[src/rtl/pipeline_pkg.sv]
// Shared pipeline definitions: forward-select encodings and the hazard tag entries
// tracked for the EX, MEM and WB stages.
package pipeline_pkg;

    // Register specifiers are stored zero-extended to this width; REG_BITS must not exceed it.
    localparam int PIPE_REG_BITS = 8;

    typedef enum logic [1:0] {
        FWD_REG = 2'b00,
        FWD_WB  = 2'b01,
        FWD_MEM = 2'b10
    } fwd_sel_e;

    typedef struct packed {
        logic                     valid;
        logic                     reg_write;
        logic                     mem_read;
        logic [PIPE_REG_BITS-1:0] write_reg;
    } tag_entry_t;

    typedef struct packed {
        tag_entry_t               tag;
        logic [PIPE_REG_BITS-1:0] rs;
        logic [PIPE_REG_BITS-1:0] rt;
    } ex_entry_t;

    // True when the stage holding this tag will produce a usable value for register r.
    function automatic logic tag_supplies(input tag_entry_t t, input logic [PIPE_REG_BITS-1:0] r);
        return t.valid && t.reg_write && (t.write_reg != '0) && (t.write_reg == r);
    endfunction

endpackage

[src/rtl/forward_select.sv]
// Forwarding mux select for one EX operand: the youngest producer (MEM) wins over WB,
// and register 0 is never forwarded.
module forward_select
    import pipeline_pkg::*;
(
    input  logic                     ex_valid,
    input  logic [PIPE_REG_BITS-1:0] src_reg,
    input  tag_entry_t               mem_tag,
    input  tag_entry_t               wb_tag,
    output fwd_sel_e                 sel
);

    // Load flags only matter for the load-use stall, not for selecting a bypass source.
    logic unused_load_flags;
    assign unused_load_flags = mem_tag.mem_read ^ wb_tag.mem_read;

    always_comb begin
        sel = FWD_REG;
        if (ex_valid) begin
            if (tag_supplies(mem_tag, src_reg)) begin
                sel = FWD_MEM;
            end else if (tag_supplies(wb_tag, src_reg)) begin
                sel = FWD_WB;
            end
        end
    end

endmodule

[src/rtl/hazard_forward_unit.sv]
// Hazard detection and forwarding for a five-stage pipeline: tracks EX/MEM/WB tags,
// raises load-use stalls and branch flushes, and counts both with saturating counters.
module hazard_forward_unit
    import pipeline_pkg::*;
#(
    parameter int REG_BITS = 5,
    parameter int CNT_BITS = 16
) (
    input  logic                clk,
    input  logic                rst_n,
    input  logic                ID_Valid,
    input  logic [REG_BITS-1:0] ID_Rs,
    input  logic [REG_BITS-1:0] ID_Rt,
    input  logic [REG_BITS-1:0] ID_WriteReg,
    input  logic                ID_RegWrite,
    input  logic                ID_MemRead,
    input  logic                BranchTaken,
    output logic [1:0]          ForwardA,
    output logic [1:0]          ForwardB,
    output logic                Stall,
    output logic                FlushIFID,
    output logic                FlushIDEX,
    output logic [CNT_BITS-1:0] StallCount,
    output logic [CNT_BITS-1:0] FlushCount
);

    ex_entry_t  ex_q;
    tag_entry_t mem_q;
    tag_entry_t wb_q;

    logic [PIPE_REG_BITS-1:0] id_rs;
    logic [PIPE_REG_BITS-1:0] id_rt;
    logic [PIPE_REG_BITS-1:0] id_wr;
    logic                     load_use;
    fwd_sel_e                 fwd_a;
    fwd_sel_e                 fwd_b;

    assign id_rs = PIPE_REG_BITS'(ID_Rs);
    assign id_rt = PIPE_REG_BITS'(ID_Rt);
    assign id_wr = PIPE_REG_BITS'(ID_WriteReg);

    // A taken branch squashes the dependent instruction anyway, so it overrides the stall.
    always_comb begin
        load_use = ex_q.tag.valid && ex_q.tag.mem_read && (ex_q.tag.write_reg != '0) &&
                   ID_Valid && ((ex_q.tag.write_reg == id_rs) || (ex_q.tag.write_reg == id_rt));
        Stall     = load_use && !BranchTaken;
        FlushIFID = BranchTaken;
        FlushIDEX = BranchTaken;
    end

    always_ff @(posedge clk or negedge rst_n) begin
        if (!rst_n) begin
            ex_q  <= '0;
            mem_q <= '0;
            wb_q  <= '0;
        end else begin
            wb_q  <= mem_q;
            mem_q <= ex_q.tag;
            if (Stall || BranchTaken) begin
                ex_q <= '0;
            end else begin
                ex_q.tag.valid     <= ID_Valid;
                ex_q.tag.reg_write <= ID_RegWrite;
                ex_q.tag.mem_read  <= ID_MemRead;
                ex_q.tag.write_reg <= id_wr;
                ex_q.rs            <= id_rs;
                ex_q.rt            <= id_rt;
            end
        end
    end

    always_ff @(posedge clk or negedge rst_n) begin
        if (!rst_n) begin
            StallCount <= '0;
            FlushCount <= '0;
        end else begin
            if (Stall && (StallCount != '1)) begin
                StallCount <= StallCount + CNT_BITS'(1);
            end
            if (BranchTaken && (FlushCount != '1)) begin
                FlushCount <= FlushCount + CNT_BITS'(1);
            end
        end
    end

    forward_select u_fwd_a (
        .ex_valid (ex_q.tag.valid),
        .src_reg  (ex_q.rs),
        .mem_tag  (mem_q),
        .wb_tag   (wb_q),
        .sel      (fwd_a)
    );

    forward_select u_fwd_b (
        .ex_valid (ex_q.tag.valid),
        .src_reg  (ex_q.rt),
        .mem_tag  (mem_q),
        .wb_tag   (wb_q),
        .sel      (fwd_b)
    );

    assign ForwardA = fwd_a;
    assign ForwardB = fwd_b;

endmodule

[config.mk]
export PLATFORM = sky130hd
export DESIGN_NAME = hazard_forward_unit
export DESIGN_NICKNAME = d
export VERILOG_FILES = /design/src/rtl/pipeline_pkg.sv /design/src/rtl/forward_select.sv /design/src/rtl/hazard_forward_unit.sv
export SDC_FILE = /design/constraint.sdc
export NUM_CORES = 1
export LEC_CHECK = 0
export ABC_AREA = 1
export CAP_MARGIN = 20
export CORE_UTILIZATION = 56
export DETAILED_ROUTE_END_ITERATION = 16
export PLACE_DENSITY = 0.86
export SLEW_MARGIN = 20
export SYNTH_ARGS = -nofsm -noshare
export SYNTH_HDL_FRONTEND = slang
export SYNTH_SLANG_ARGS = --single-unit
[constraint.sdc]
create_clock -name clk -period 4.9 [get_ports clk]
set_input_delay 0.49 -clock clk [delete_from_list [all_inputs] [get_ports clk]]
set_output_delay 0.49 -clock clk [all_outputs]
set_load 0.01 [all_outputs]
== Word-level counts from Yosys, hierarchy flattened ==
Index checks and enable logic that the tools add are counted.
Word-level totals
  register bits after elaboration: 79
  bits of input ports: 21
Operators by class
  $add $sub $neg: 2
  eq/ne operators: 8
  multiplexer cells: 7
  reductions and logical operators: 21
Operator list (count)
  16-bit by 1-bit adder with 16-bit output, second input constant: 2
  8-bit equality test: 4
  16-bit inequality test, second input constant: 2
  27-bit two-way mux: 1
  8-bit nonzero test: 3
  8-bit by 5-bit equality test with 1-bit output: 2
  1-bit logical AND: 15
  2-bit two-way mux: 4
  1-bit logical OR: 2
  1-bit two-way mux: 2
  1-bit zero test: 1

== Depth between registers and ports, before layout ==
  depth after elaboration: 7
  depth in mapped cells: 11
  gate-level depth less buffers: 10

== Modules after synthesis ==
Synthesis repeated with hierarchy kept, for this count alone.
Second synthesis, totals
  cell total of the unflattened synthesis: 487
  area, all modules: 3641.0 um^2
By module, submodules not included
  hazard_forward_unit: instances 1, sequential area each 1651.6 um^2, cells each 337, area an instance 2937.8 um^2
  forward_select: instances 2, sequential area each 0.0 um^2, cells each 75, area an instance 351.6 um^2

== Least setup slack after synthesis ==
No wires, ideal clock.
  path kind: register -> register
  start point: register StallCount[0]
  end point: register StallCount[2]
  path slack: 3.235 ns
  path buffers: 1
  arrival: 1.548 ns
  cell stages (with the launch flop): 11
  period minus slack after synthesis: 1.665 ns
  cells stage by stage: dfrtp_1 > ha_1 > nand2_1 > nor2_2 > inv_2 > nor2_4 > and3_4 > nor2_4 > buf_8 > nand2_1 > nand2_1
On the way
  longest elaborated chain between the ends: 2
  elaborated cells between the ends (all ways): 3
Ends and longest elaborated chain
  start: declaration: RTL line hazard_forward_unit.sv:23  | output logic [CNT_BITS-1:0] StallCount,
  start signal: assignment: RTL line hazard_forward_unit.sv:78  | StallCount <= StallCount + CNT_BITS'(1);
  parallel branches: the longest is 2 deep, another holds 16-bit by 1-bit adder with 16-bit output
Several ways; the timed one is not identified.
A chain may end at the register's enable or synchronous reset.

== Final worst setup path ==
  start point: input ID_Rs[0]
  end point: output Stall
On the way
  longest elaborated chain between the ends: 4
Ends and longest elaborated chain
  start: declaration: RTL line hazard_forward_unit.sv:12  | input logic [REG_BITS-1:0] ID_Rs,
  8-bit by 5-bit equality test with 1-bit output: RTL line hazard_forward_unit.sv:45  | ID_Valid && ((ex_q.tag.write_reg == id_rs) || (ex_q.tag.write_reg == id_rt));
  1-bit logical OR: RTL line hazard_forward_unit.sv:45
  1-bit logical AND: RTL line hazard_forward_unit.sv:45
  1-bit logical AND: RTL line hazard_forward_unit.sv:46  | Stall = load_use && !BranchTaken;
  end: declaration: RTL line hazard_forward_unit.sv:20  | output logic Stall,
Every way passes these cells.

==> metrics <==
RSZ-0062 raised after global routing false; PortBufs a little under 60; total track usage a little over a quarter; WL final a little over 7000 um; Hold Path Class in2async; DP Worst Slack 2.250 ns; worst-path fanout max 3; # IOs 60; WP data arrival approximately 2.2 ns; final net count 491; area leader, netlist dfrtp_1; Ant. Diodes 0; CP required 4.41 ns; Synth Area in Adders 0.7590%; skew final between 0.006 and 0.007 ns; initial antenna violation count 0; TritonCTS clock tree built; Synth Area in XOR/XNOR 12.22%; final worst slack around 2.2 ns; Cell variety after synth 27; Max Cap Viol 0; fmax about 380 MHz; Setup Total Neg Slack 0 ns; Syn Inst Count 402; row count 27; footprint of the multi-input gates approximately 1400 um2; Setup Fix Bufs, Post-CTS 0; Seq/Total Area, Yosys between 40% and 50%; clk slew on worst S/H paths about 0.070 ns; Least-Margin Pin Slew just under 0.8 ns; Placed Cells about 530; Sequential Area 1602 um2; via count 2738; R2R Path Start StallCount[0]$_DFFE_PN0P_; Post-CTS Hold Buffers 0; placed wire-length estimate slightly above 5000 um; layout cell share with drive strength beyond 1 7.611%; dominant cells by area after synthesis dfrtp_1 49%, nand2_1 14%, xnor2_1 6.6%; vias in the first global route about 2700; die height ~79 um; largest net degree at the start of global routing 65; Critical Path End Type output pin; Filler Cell Count 428; Num CTS Buffers 9; wire per inst roughly 13 um; multiplexer area fraction after synthesis 0%; Setup crit start kind primary input; simple-gate share of the synthesized area between 20 and 30%; part of the cycle the worst path needs 54.23%; main combinational cell family by area after synthesis simple AND/OR/NAND/NOR gates; Post-Layout Cell Count approximately 550; P per Cell Area roughly 320 nW/um2; Slew HR 47.59%; first-pass GRT wire length between 10000 and 15000 um; FF+latch count, synth 64; placed cell area ~4000 um2; Synth Cell Area 3297 um2; Num Clock Sinks between 60 and 70; Syn Area/Cell between 8 and 9 um2; yosys warns 0; M2 GR Usage between 40 and 50%; fin area between 4000 and 5000 um2; die area between 6000 and 7000 um2; H-tree depth 3; Layout area overhead 25.88%; clock latency on the worst-skew pair between 0.3 and 0.4 ns; Final ANT Viol Nets 0; terminus of the critical flop-to-flop path StallCount[13]$_DFFE_PN0P_; run status completed; area share of the largest cell type after synthesis around half; Worst Reg-to-Reg Cells 9; Max VDD drop 0.0002131 V; CTS root buf clkbuf_8; post-cts sizing count 0; DR iter-0 viols approximately 180; Core Box Area roughly 5600 um2; post-layout min period around 2.7 ns; CP startpoint ID_Rs[0]; Clock Path Buffers 2; final hold vios 0; Top Usage Layer GRT met2; met3 usage under 10%; Initial DRT Pass Iterations 4; Slew Limit Fails 0; met1 Use GR roughly a third; Setup violations, final 0; DRC Markers 0; worst setup path category in2out; Starting Density 59.15%; Pleak 2.069 nW; chip width 78.73 um; flop2flop setup slack approximately 3.1 ns; grt ovf 0; vias per cell 5.024; Mapped Nets between 400 and 500; Compound-Gate Fraction of Synth Area 1.480%; routability cong. about 0.88
[placed cells by master, fill, tap and decap left out]
master / n
o21a_1: 1
nand3b_1: 1
inv_2: 5
nor3_1: 10
buf_4: 1
nor3b_1: 1
nand4_1: 7
nand2_2: 4
dfrtp_1: 64
nand4_4: 1
o21ai_0: 4
xnor2_1: 25
nor2_2: 1
bufinv_16: 2
clkinv_4: 3
clkdlybuf4s50_1: 58
nand3_1: 20
nand3_2: 2
inv_1: 49
clkbuf_8: 9
o22ai_1: 1
a21oi_1: 3
nor2_1: 51
nor2_4: 2
nand2_1: 119
or2_2: 2
clkinv_2: 2
xor2_1: 21
and3_4: 1
ha_1: 2
buf_2: 1
[cells in the mapped netlist]
library cell / instances
buf_2: 1
nor2_1: 51
dfrtp_1: 64
o22ai_1: 1
nand4_4: 1
nor2_2: 1
or2_2: 2
nand2_2: 4
nor2_4: 2
nand3b_1: 1
nor3_1: 10
inv_2: 5
nand4_1: 7
buf_8: 2
a21oi_1: 3
and3_4: 1
o21a_1: 1
nand2_1: 119
o21ai_0: 4
ha_1: 2
xnor2_1: 25
xor2_1: 21
nor3b_1: 1
nand3_1: 20
nand3_2: 2
buf_4: 2
inv_1: 49
[power breakdown]
| part | switching, mW | leakage [nW] | total, mW | internal (mW) |
|---|---|---|---|---|
| sequential | 0.0484 | 0.834 | 0.619 | 0.570 |
| combinational | 0.0954 | 1.12 | 0.204 | 0.108 |
| clock | 0.218 | 0.113 | 0.505 | 0.287 |
| total | 0.362 | 2.07 | 1.33 | 0.966 |
[flip-flops by register name, summed over array words and instances (netlist names)]
signal / cells
wb_q: 7
FlushCount: 16
ex_q: 18
StallCount: 16
mem_q: 7
[how the worst max path moves through the flow]
stage | end | depth (start not counted)
2_1_floorplan | StallCount[2]$_DFFE_PN0P_ | 10
3_3_place_gp | Stall | 10
3_5_place_dp | Stall | 10
4_1_cts | Stall | 10
5_1_grt | Stall | 10
6_report | Stall | 10
[cells by family after synthesis]
family,after synthesis
compound gates,9
xor+xnor,46
fa+ha+maj,2
buf+inv,59
flops,64
simple gates,222
[critical path: stages]
cell	delay, ns
clkdlybuf4s50_1	0.47
inv_1	0.05
nand2_1	0.05
nand2_1	0.05
nor2_1	0.12
nand3_1	0.09
nand2_2	0.12
nand3_2	0.11
inv_1	0.08
clkdlybuf4s50_1	0.52
[final cells by class]
| type | count | share of cell area, % |
|---|---|---|
| inverter | 54 | 4.884 |
| timing repair buffer | 60 | 14.29 |
| clock inverter | 7 | 2.321 |
| sequential | 64 | 38.59 |
| clock buffer | 9 | 2.985 |
| tap | 72 | 2.171 |
| multi-input combinational | 279 | 34.76 |
[metal layers]
| metal | vias to the layer above | share of wire [%] |
|---|---|---|
| met5 | - | 0 |
| met4 | 0 | 1.4 |
| met3 | 8 | 5.5 |
| met2 | 80 | 49 |
| met1 | 1286 | 44 |
| li1 | 1364 | - |
[stage by stage]
| step | power, mW | hold WS, ns | utilization (%) |
|---|---|---|---|
| 6_report | 1.328 | 0.3113 | 74.46 |
| 5_1_grt | 1.393 | 0.3659 | 74.46 |
| 4_1_cts | 1.340 | 0.3242 | 74.46 |
| 3_5_place_dp | 0.8333 | 0.3419 | 70.51 |
| 3_3_place_gp | 0.8239 | 0.3328 | 70.51 |
| 2_1_floorplan | 0.7215 | 0.1944 | - |
Note: power is estimated with default switching activity, not from simulation.
